`src/rtl/shift_ctrl_pkg.sv`:
```
// rtl/shift_ctrl_pkg.sv - shared select codes and state encoding for the shift sequencer
//
// Purpose : mode-select constants for the 4-bit universal shift register and
//           the state encoding of shift_load_sequencer.
// Contents: SEL_HOLD/SEL_SHL/SEL_LOAD, state_t, IDLE/LOAD/SHIFT/PARITY/DONE.
package shift_ctrl_pkg;

  localparam logic [1:0] SEL_HOLD = 2'b00;
  localparam logic [1:0] SEL_SHL  = 2'b01;
  localparam logic [1:0] SEL_LOAD = 2'b10;

  typedef logic [2:0] state_t;

  localparam state_t IDLE   = 3'd0;
  localparam state_t LOAD   = 3'd1;
  localparam state_t SHIFT  = 3'd2;
  localparam state_t PARITY = 3'd3;
  localparam state_t DONE   = 3'd4;

endpackage

```
`src/rtl/shift_load_sequencer.sv`:
```
// rtl/shift_load_sequencer.sv - valid/ready word intake driving a shift register into an MSB-first serial stream
//
// Purpose: accepts a WIDTH-bit word, loads it into the downstream shift
//          register, shifts it out MSB first while sampling the register MSB,
//          then pulses done for one cycle.
// Config : define SHIFT_PARITY_EN to append an even-parity bit after the data.
// Ports  : clk       - clock, rising edge
//          reset     - asynchronous active-high reset
//          in_valid  - upstream word available
//          in_ready  - word can be accepted (IDLE only, low during reset)
//          in_data   - word to serialise
//          sel       - shift register mode (00 hold, 01 shift left, 10 load)
//          U         - registered accepted word, to register parallel inputs
//          msb_in    - shift register MSB (T3)
//          ser_out   - serial bit, MSB first
//          ser_valid - ser_out valid this cycle
//          busy      - high outside IDLE
//          done      - one-cycle pulse after the final serial bit
module shift_load_sequencer
  import shift_ctrl_pkg::*;
#(
  parameter int WIDTH = 4,
  parameter int CNT_W = 3
) (
  input  logic             clk,
  input  logic             reset,
  input  logic             in_valid,
  output logic             in_ready,
  input  logic [WIDTH-1:0] in_data,
  output logic [1:0]       sel,
  output logic [WIDTH-1:0] U,
  input  logic             msb_in,
  output logic             ser_out,
  output logic             ser_valid,
  output logic             busy,
  output logic             done
);

  localparam logic [CNT_W-1:0] LAST_BIT = CNT_W'(WIDTH - 1);

  state_t           state_q, state_d;
  logic [WIDTH-1:0] u_q, u_d;
  logic [CNT_W-1:0] cnt_q, cnt_d;

  always_comb begin
    state_d = state_q;
    u_d     = u_q;
    cnt_d   = cnt_q;
    case (state_q)
      IDLE: begin
        if (in_valid) begin
          u_d     = in_data;
          cnt_d   = '0;
          state_d = LOAD;
        end
      end
      LOAD: state_d = SHIFT;
      SHIFT: begin
        cnt_d = cnt_q + CNT_W'(1);
        if (cnt_q == LAST_BIT) begin
`ifdef SHIFT_PARITY_EN
          state_d = PARITY;
`else
          state_d = DONE;
`endif
        end
      end
`ifdef SHIFT_PARITY_EN
      PARITY: state_d = DONE;
`endif
      DONE:    state_d = IDLE;
      default: state_d = IDLE;
    endcase
  end

  always_ff @(posedge clk or posedge reset) begin
    if (reset) begin
      state_q <= IDLE;
      u_q     <= '0;
      cnt_q   <= '0;
    end else begin
      state_q <= state_d;
      u_q     <= u_d;
      cnt_q   <= cnt_d;
    end
  end

  // Outputs are decoded from the state alone; reset forces IDLE immediately,
  // and in_ready is additionally gated so it stays low while reset is held.
  always_comb begin
    sel       = SEL_HOLD;
    in_ready  = 1'b0;
    ser_out   = 1'b0;
    ser_valid = 1'b0;
    busy      = 1'b1;
    done      = 1'b0;
    case (state_q)
      IDLE: begin
        busy     = 1'b0;
        in_ready = ~reset;
      end
      LOAD: sel = SEL_LOAD;
      SHIFT: begin
        sel       = SEL_SHL;
        ser_valid = 1'b1;
        ser_out   = msb_in;
      end
`ifdef SHIFT_PARITY_EN
      PARITY: begin
        ser_valid = 1'b1;
        ser_out   = ^u_q;
      end
`endif
      DONE:    done = 1'b1;
      default: busy = 1'b1;
    endcase
  end

  assign U = u_q;

endmodule
```
`config.mk`:
```
export PLATFORM = sky130hd
export DESIGN_NAME = shift_load_sequencer
export DESIGN_NICKNAME = d
export VERILOG_FILES = /design/src/rtl/shift_ctrl_pkg.sv /design/src/rtl/shift_load_sequencer.sv
export SDC_FILE = /design/constraint.sdc
export NUM_CORES = 1
export LEC_CHECK = 0
export CAP_MARGIN = 20
export CORE_AREA = 2 2 39 41
export CTS_CLUSTER_SIZE = 16
export DETAILED_ROUTE_END_ITERATION = 16
export DIE_AREA = 0 0 41 43
export PLACE_DENSITY = 0.72
export SYNTH_ARGS = -nofsm -noshare
export SYNTH_HDL_FRONTEND = slang
export SYNTH_SLANG_ARGS = --single-unit
```
`constraint.sdc`:
```
create_clock -name clk -period 1.75 [get_ports clk]
set_input_delay 0.4375 -clock clk [delete_from_list [all_inputs] [get_ports clk]]
set_output_delay 0.4375 -clock clk [all_outputs]
set_load 0.01 [all_outputs]
```
## Word-level counts from Yosys, hierarchy flattened

Index checks and enable logic that the tools add are counted.

- Bits in registers: 10
- Input port bits: 8
- Output and inout port bits: 11
- Logic and storage cells: 27

- Add/sub/neg operators: 1
- Equality and inequality tests: 6
- Mux-type cells: 11
- Bitwise logic cells: 1
- Reductions and logical operators: 5

Operators with widths:

| operator | count |
|---|---|
| $mux 3 | 3 |
| $pmux 3 s3 | 1 |
| $eq 3x2->1 const B | 2 |
| $pmux 3 s2 | 1 |
| $reduce_and 2->1 | 3 |
| $mux 1 | 5 |
| $ne 2x2->1 const B | 2 |
| $pmux 2 s2 | 1 |
| $add 3x1->3 const B | 1 |
| $eq 3x1->1 const B | 1 |
| $eq 3x3->1 const B | 1 |
| $logic_not 3->1 | 1 |
| $reduce_bool 2->1 | 1 |
| $not 1->1 | 1 |

## Depth between registers and ports, before layout

Gate-level depths: netlist of the first run.

- Depth in word-level cells: 3
- Mapped depth: 5
- Gate-level depth less buffers: 5

## Worst setup path after synthesis of the first run

Ideal clock, no wire load.

- Kind: flip-flop to output port
- Start: register state_q[1]
- End: output port in_ready
- Data arrival time: 1.096 ns
- Data required time: 1.312 ns
- Path slack: 0.216 ns
- Cell stages (with the launch flop): 4
- Buffers on the path: 1
- Cell sequence: dfrtp_1 -> buf_6 -> or3_4 -> nor2_1

- Word-level cells in the longest chain between the ends: 2

Ends and longest elaborated chain:

| item | line | text |
|---|---|---|
| from (decl) | shift_load_sequencer.sv:41 | `state_t state_q, state_d;` |
| from (signal assigned) | shift_load_sequencer.sv:82 | `state_q <= state_d;` |
| $logic_not 3->1 | shift_load_sequencer.sv:97 | `case (state_q)` |
| $mux 1 | shift_load_sequencer.sv:97 |  |
| to (decl) | shift_load_sequencer.sv:28 | `output logic in_ready,` |

Every way passes these cells.

## Worst setup path in the final report of the first run

- Start: register state_q[2]
- End: output port busy

- Word-level cells in the longest chain between the ends: 2

Ends and longest elaborated chain:

| item | line | text |
|---|---|---|
| $logic_not 3->1 | shift_load_sequencer.sv:97 |  |
| $mux 1 | shift_load_sequencer.sv:97 |  |
| to (decl) | shift_load_sequencer.sv:35 | `output logic busy,` |

Every way passes these cells.

==> flow_summary.toml, run 1 <==
[pwr]
p_leak_nw = 0.388
comb_power_share = 0.557
p_per_area_nw_per_um2 = 1770
power_frac_seq = 0.286
p_int_w = 0.000911
swShare = 0.322
power.switching_w = 0.000432
peakVddDrop_uv = 981
clkPwrFrac = 0.157

[die]
num_rows = 14
start_util = 0.359
fp.dieH_um = 43
die_w_um = 41
die-area_um2 = 1760
io_pins = 19
core-area_um2 = 1380

[worst_setup_path]
crit_type = "reg2out"
crit_family = "flip-flops"
worstPathRequired_ns = 1.31
slowest_stage = "dfrtp_1"
cp_common_cell = "buf_6"
critPathMaxStageDelay_ns = 0.41
startpoint_type = "flop"
cp_num_buf_inv = 2
crit_arrival_ns = 1.29
worstPathMaxFanout = 3
end_kind = "output pin"
crit_chain = "or3_4, buf_6, buf_6"

[synth]
synth_area_um2 = 497
syn_nets = 48
synth-seq-cells = 10
synth_cell_types = 15
synth.avg_cell_area_um2 = 13.1
synth_warnings = 0
syn_inst = 38
yosysSeqAreaShare = 0.504

[placed_design]
port_buffers = 18
dpl.hpwl_um = 698
dpl-instance-area_um2 = 723
placedCellCount = 76
dp_slack_ns = -0.254
gp_routability_congestion = 0.667

[clocking]
clockBufferDepth = 2
cts_tree = "yes"
postCtsHoldBufs = 0
cts.sink_count = 10
clock_latency_ns = 0.27
numCtsBuffers = 3
cts.htree.levels = 1
clk_pin_slew_ns = 0.07
clock-root-buffer = "clkbuf_4"

[sta]
slew_viol_final = 0
fin_skew_ns = 0.00616
max_freq_ghz = 0.580
finalHoldViolations = 0
worst_pin_slew_ns = 0.373
finalCriticalPeriod_ns = 1.72
worst_slack_ns = 0.0269
rsz0062_at_grt = "yes"
period_share = 0.985
relSlewSlack = 0.751
setup_viol = 0

[min_path]
hold_path_class = "in2async"

[detailed_routing]
postRouteAntennaNets = 0
drc = 0
wl_um = 933
via_count = 365
wl_per_cell_um = 11.4
drt_iter0_drc = 3
vias_per_cell = 4.45
first_pass_iters = 2

[grt]
grt-ovfl-total = 0
antenna_found_initial = 0
grt_max_degree = 11
grtUsageTotal = 0.130
grt_pass1_vias = 342
grt_pass1_wl_um = 1520

[layout]
multi_input_area_um2 = 225
regArea_um2 = 250
fin_nets = 77
final_cells = 82
syn_to_final_growth_pct = 52.6
num-fill-cells = 128
drive_gt1_frac = 0.455
postLayoutCellArea_um2 = 758
antenna_cells = 0

[job]
maxCapViolations = 0

[run_status]
status = "finished, final reports clean"
-- cells in the mapped netlist --
cell / instances / area, um2
and2_2: 2 / 15.0
mux2_2: 1 / 11.3
nor3b_1: 2 / 15.0
inv_1: 4 / 15.0
ha_1: 2 / 25.0
mux2i_1: 1 / 10.0
nor2_1: 4 / 15.0
dfrtp_1: 10 / 250
nor2_8: 1 / 20.0
mux2_4: 4 / 60.1
or3_4: 1 / 11.3
and3_2: 2 / 15.0
buf_6: 1 / 11.3
a22o_1: 2 / 17.5
o21ai_0: 1 / 5.00
-- power groups by stage --
stage               Sequential, W  Clock [W]  Combinational (W)
global route             0.000397   0.000231           0.000807
CTS                      0.000384   0.000214           0.000762
detailed placement       0.000385          0           0.000739
finish                   0.000384   0.000211           0.000748
global placement         0.000379          0           0.000726
floorplan                0.000404          0           0.000388
-- worst paths after layout --
kind	endpoint	slack (ns)	start	depth (start not counted)
min in group clk	cnt_q[2]$_DFFE_PP0P_	0.51	cnt_q[2]$_DFFE_PP0P_	1
max in group asynchronous	cnt_q[0]$_DFFE_PP0P_	1.00	reset	2
hold reg to reg	cnt_q[2]$_DFFE_PP0P_	0.51	cnt_q[2]$_DFFE_PP0P_	1
setup / recovery	busy	0.03	state_q[2]$_DFFE_PP0P_	3
setup reg to reg	U[2]$_DFFE_PP0P_	0.14	state_q[2]$_DFFE_PP0P_	5
hold / removal	U[0]$_DFFE_PP0P_	0.48	reset	2
-- routing by layer --
metal	wire, um	track usage	part of all wire	vias to the layer above
met5	0	0	0	-
met4	20	0.100	0.021	0
met3	40	0.0157	0.043	2
met2	433	0.172	0.46	12
met1	439	0.184	0.47	168
li1	-	-	-	183
-- repair_timing --
action,CTS,global route
pin swaps,2,1
buffers inserted,2,0
hold endpoints to repair,0,0
gates cloned,0,0
setup endpoints to repair,7,6
gates resized for setup,18,8
-- cell families after synthesis --
group,after synthesis,synth area share
compound gates,3,0.0453
fa+ha+maj,2,0.0504
buf+inv,5,0.0529
flops,10,0.504
mux,6,0.164
simple gates,12,0.184
-- sequential cells by signal, indices dropped and copies added, names as in the netlist --
signal	cells
U	4
cnt_q	3
state_q	3
-- stage by stage --
stage | hold slack, ns | total power (W) | util | TNS, ns
CTS | 0.481 | 0.00136 | 0.559 | -0.00761
detailed placement | 0.492 | 0.00112 | 0.523 | -0.548
global route | 0.527 | 0.00144 | 0.548 | -0.0161
finish | 0.481 | 0.00134 | 0.548 | 0
floorplan | 0.278 | 0.000792 | - | 0
global placement | 0.483 | 0.00111 | 0.523 | -0.512
-- cells in the final DEF, fill, tap and decap left out --
master and n:
mux2_2 1, ha_1 2, mux2_4 4, o21ai_0 1, nor2_2 2, inv_1 4
buf_6 2, buf_2 1, dlygate4sd2_1 1, clkbuf_8 1, and2_2 2, clkdlybuf4s50_1 11
clkbuf_4 3, dfrtp_1 10, mux2i_1 1, a22o_1 2, or3_4 1, nor2_1 2
buf_4 6, nor3b_1 2, clkbuf_2 4, and3_2 2, nor2_8 1
-- layout make-up --
cell class,instances,share of cell area
tap,16,0.0264
clock buffer,4,0.0479
timing repair buffer,25,0.279
inverter,4,0.0198
sequential,10,0.330
multi-input combinational,23,0.297
Note: power is estimated with default switching activity, not from simulation.
==> run 2: changes to the inputs <==
--- a/config.mk
+++ b/config.mk
@@ -6,5 +6,4 @@
 export NUM_CORES = 1
 export LEC_CHECK = 0
-export CAP_MARGIN = 20
 export CORE_AREA = 2 2 39 41
 export CTS_CLUSTER_SIZE = 16
==> constraint.sdc (replaced) <==
create_clock -name clk -period 1.75 [get_ports clk]
set_input_delay 0.4375 -clock clk [delete_from_list [all_inputs] [get_ports clk]]
set_output_delay 0.4375 -clock clk [all_outputs]
set_load 0.005 [all_outputs]
==> run 2 against run 1 <==
  * The flow now finishes with violations (negative setup slack)
  * Register-to-register slack lost 0.14 ns
  * Sequential cell count stayed put
  * Critical endpoint unchanged
  * Clock skew barely moved
  * Critical path type unchanged
  * Final area increased by 4.6%
  * Final cell count increased by 2.4%
  * Global-route usage rose by 0.74 points
  * Largest cell class unchanged
==> flow_summary.toml, run 2 (synthesis results as in run 1) <==
[clocking]
clockBufferDepth = 2
cts_tree = "yes"
postCtsHoldBufs = 0
cts.htree.levels = 1
clock_latency_ns = 0.27
clk_pin_slew_ns = 0.07
numCtsBuffers = 3
cts.sink_count = 10
clock-root-buffer = "clkbuf_4"

[detailed_routing]
drt_iter0_drc = 6
vias_per_cell = 4.74
via_count = 398
postRouteAntennaNets = 0
wl_um = 972
first_pass_iters = 4
drc = 0
wl_per_cell_um = 11.6

[worst_setup_path]
worstPathRequired_ns = 1.31
worstPathMaxFanout = 2
crit_arrival_ns = 1.41
end_kind = "output pin"
startpoint_type = "flop"
crit_type = "reg2out"

[grt]
grt_pass1_wl_um = 1640
grt_max_degree = 11
grt_pass1_vias = 374
grtUsageTotal = 0.137
antenna_found_initial = 0
grt-ovfl-total = 0

[run_status]
status = "finished with violations"
violations = "negative setup slack"

[sta]
worst_slack_ns = -0.100
period_share = 1.06
finalHoldViolations = 0
rsz0062_at_grt = "yes"
setup_viol = 2
max_freq_ghz = 0.540
finalCriticalPeriod_ns = 1.85
worst_pin_slew_ns = 0.395
fin_skew_ns = 0.00645
relSlewSlack = 0.734
setup_tns_ns = -0.184
slew_viol_final = 0

[placed_design]
dp_slack_ns = -0.219
port_buffers = 18
placedCellCount = 77
dpl.hpwl_um = 716
gp_routability_congestion = 0.667

[layout]
final_cells = 84
antenna_cells = 0
layout_common_cells = "clkdlybuf4s50_1, dfrtp_1, buf_4"
syn_to_final_growth_pct = 59.7
drive_gt1_frac = 0.456
largest_register_ffs = 4
final_common_cell = "clkdlybuf4s50_1"
fin_nets = 79

[die]
die_w_um = 41
fp.dieH_um = 43
start_util = 0.359
num_rows = 14
io_pins = 19
die-area_um2 = 1760
core-area_um2 = 1380

[pwr]
peakVddDrop_uv = 924
p_leak_nw = 0.423
p_per_area_nw_per_um2 = 1690
total_power_w = 0.00134

[job]
maxCapViolations = 0

[min_path]
hold_path_class = "in2async"
==> run 2: stage by stage <==
stage / utilization / area (um2) / hold slack [ns]
3_3_place_gp: 0.528 / 731 / 0.482
4_1_cts: 0.553 / 766 / 0.482
3_5_place_dp: 0.528 / 731 / 0.492
6_report: 0.573 / 793 / 0.492
2_1_floorplan: - / 497 / 0.278
5_1_grt: 0.573 / 793 / 0.533
==> run 2: critical path, stage by stage, from the launching register on <==
cell	delay, ns
dfrtp_1	0.42
buf_6	0.13
or3_4	0.37
buf_6	0.13
buf_6	0.10
==> run 2: final cells by class <==
class | instances | area [um2]
clock buffer | 4 | 36.3
fill | 119 | 591
inverter | 4 | 15.0
multi-input combinational | 23 | 230
sequential | 10 | 250
tap | 16 | 20.0
timing repair buffer | 27 | 241
==> run 2: worst paths after layout <==
check	start	cells past startpoint	slack [ns]	end
worst max register to register	state_q[2]$_DFFE_PP0P_	6	0	U[3]$_DFFE_PP0P_
min in group clk	cnt_q[2]$_DFFE_PP0P_	1	0.51	cnt_q[2]$_DFFE_PP0P_
worst min register to register	cnt_q[2]$_DFFE_PP0P_	1	0.51	cnt_q[2]$_DFFE_PP0P_
max in group asynchronous	reset	2	0.99	U[1]$_DFFE_PP0P_
worst min-delay path	reset	2	0.49	U[2]$_DFFE_PP0P_
worst max-delay path	state_q[2]$_DFFE_PP0P_	4	-0.10	busy
==> run 2: power by group <==
group	internal [W]	switching [W]	total [W]
Sequential	0.000327	0.0000587	0.000386
Clock	0.000126	0.0000827	0.000209
Combinational	0.000488	0.000255	0.000743
==> run 2: timing repair <==
item,CTS,global route
setup buffers,0,3
resized for setup,14,12
setup endpoints to repair,7,6
pin swaps,2,3
==> run 2: layer usage <==
metal,track usage,vias up,share of wire
met5,0,-,0
met4,0.0800,0,0
li1,-,191,-
met2,0.203,15,0.52
met1,0.185,192,0.42
met3,0.0157,0,0.061
==> run 3: changes to the inputs <==
RECOVER_POWER = 100   (was not set)
==> results of run 3 <==
The final DEF is identical to that of run 2; final timing and power are the same.
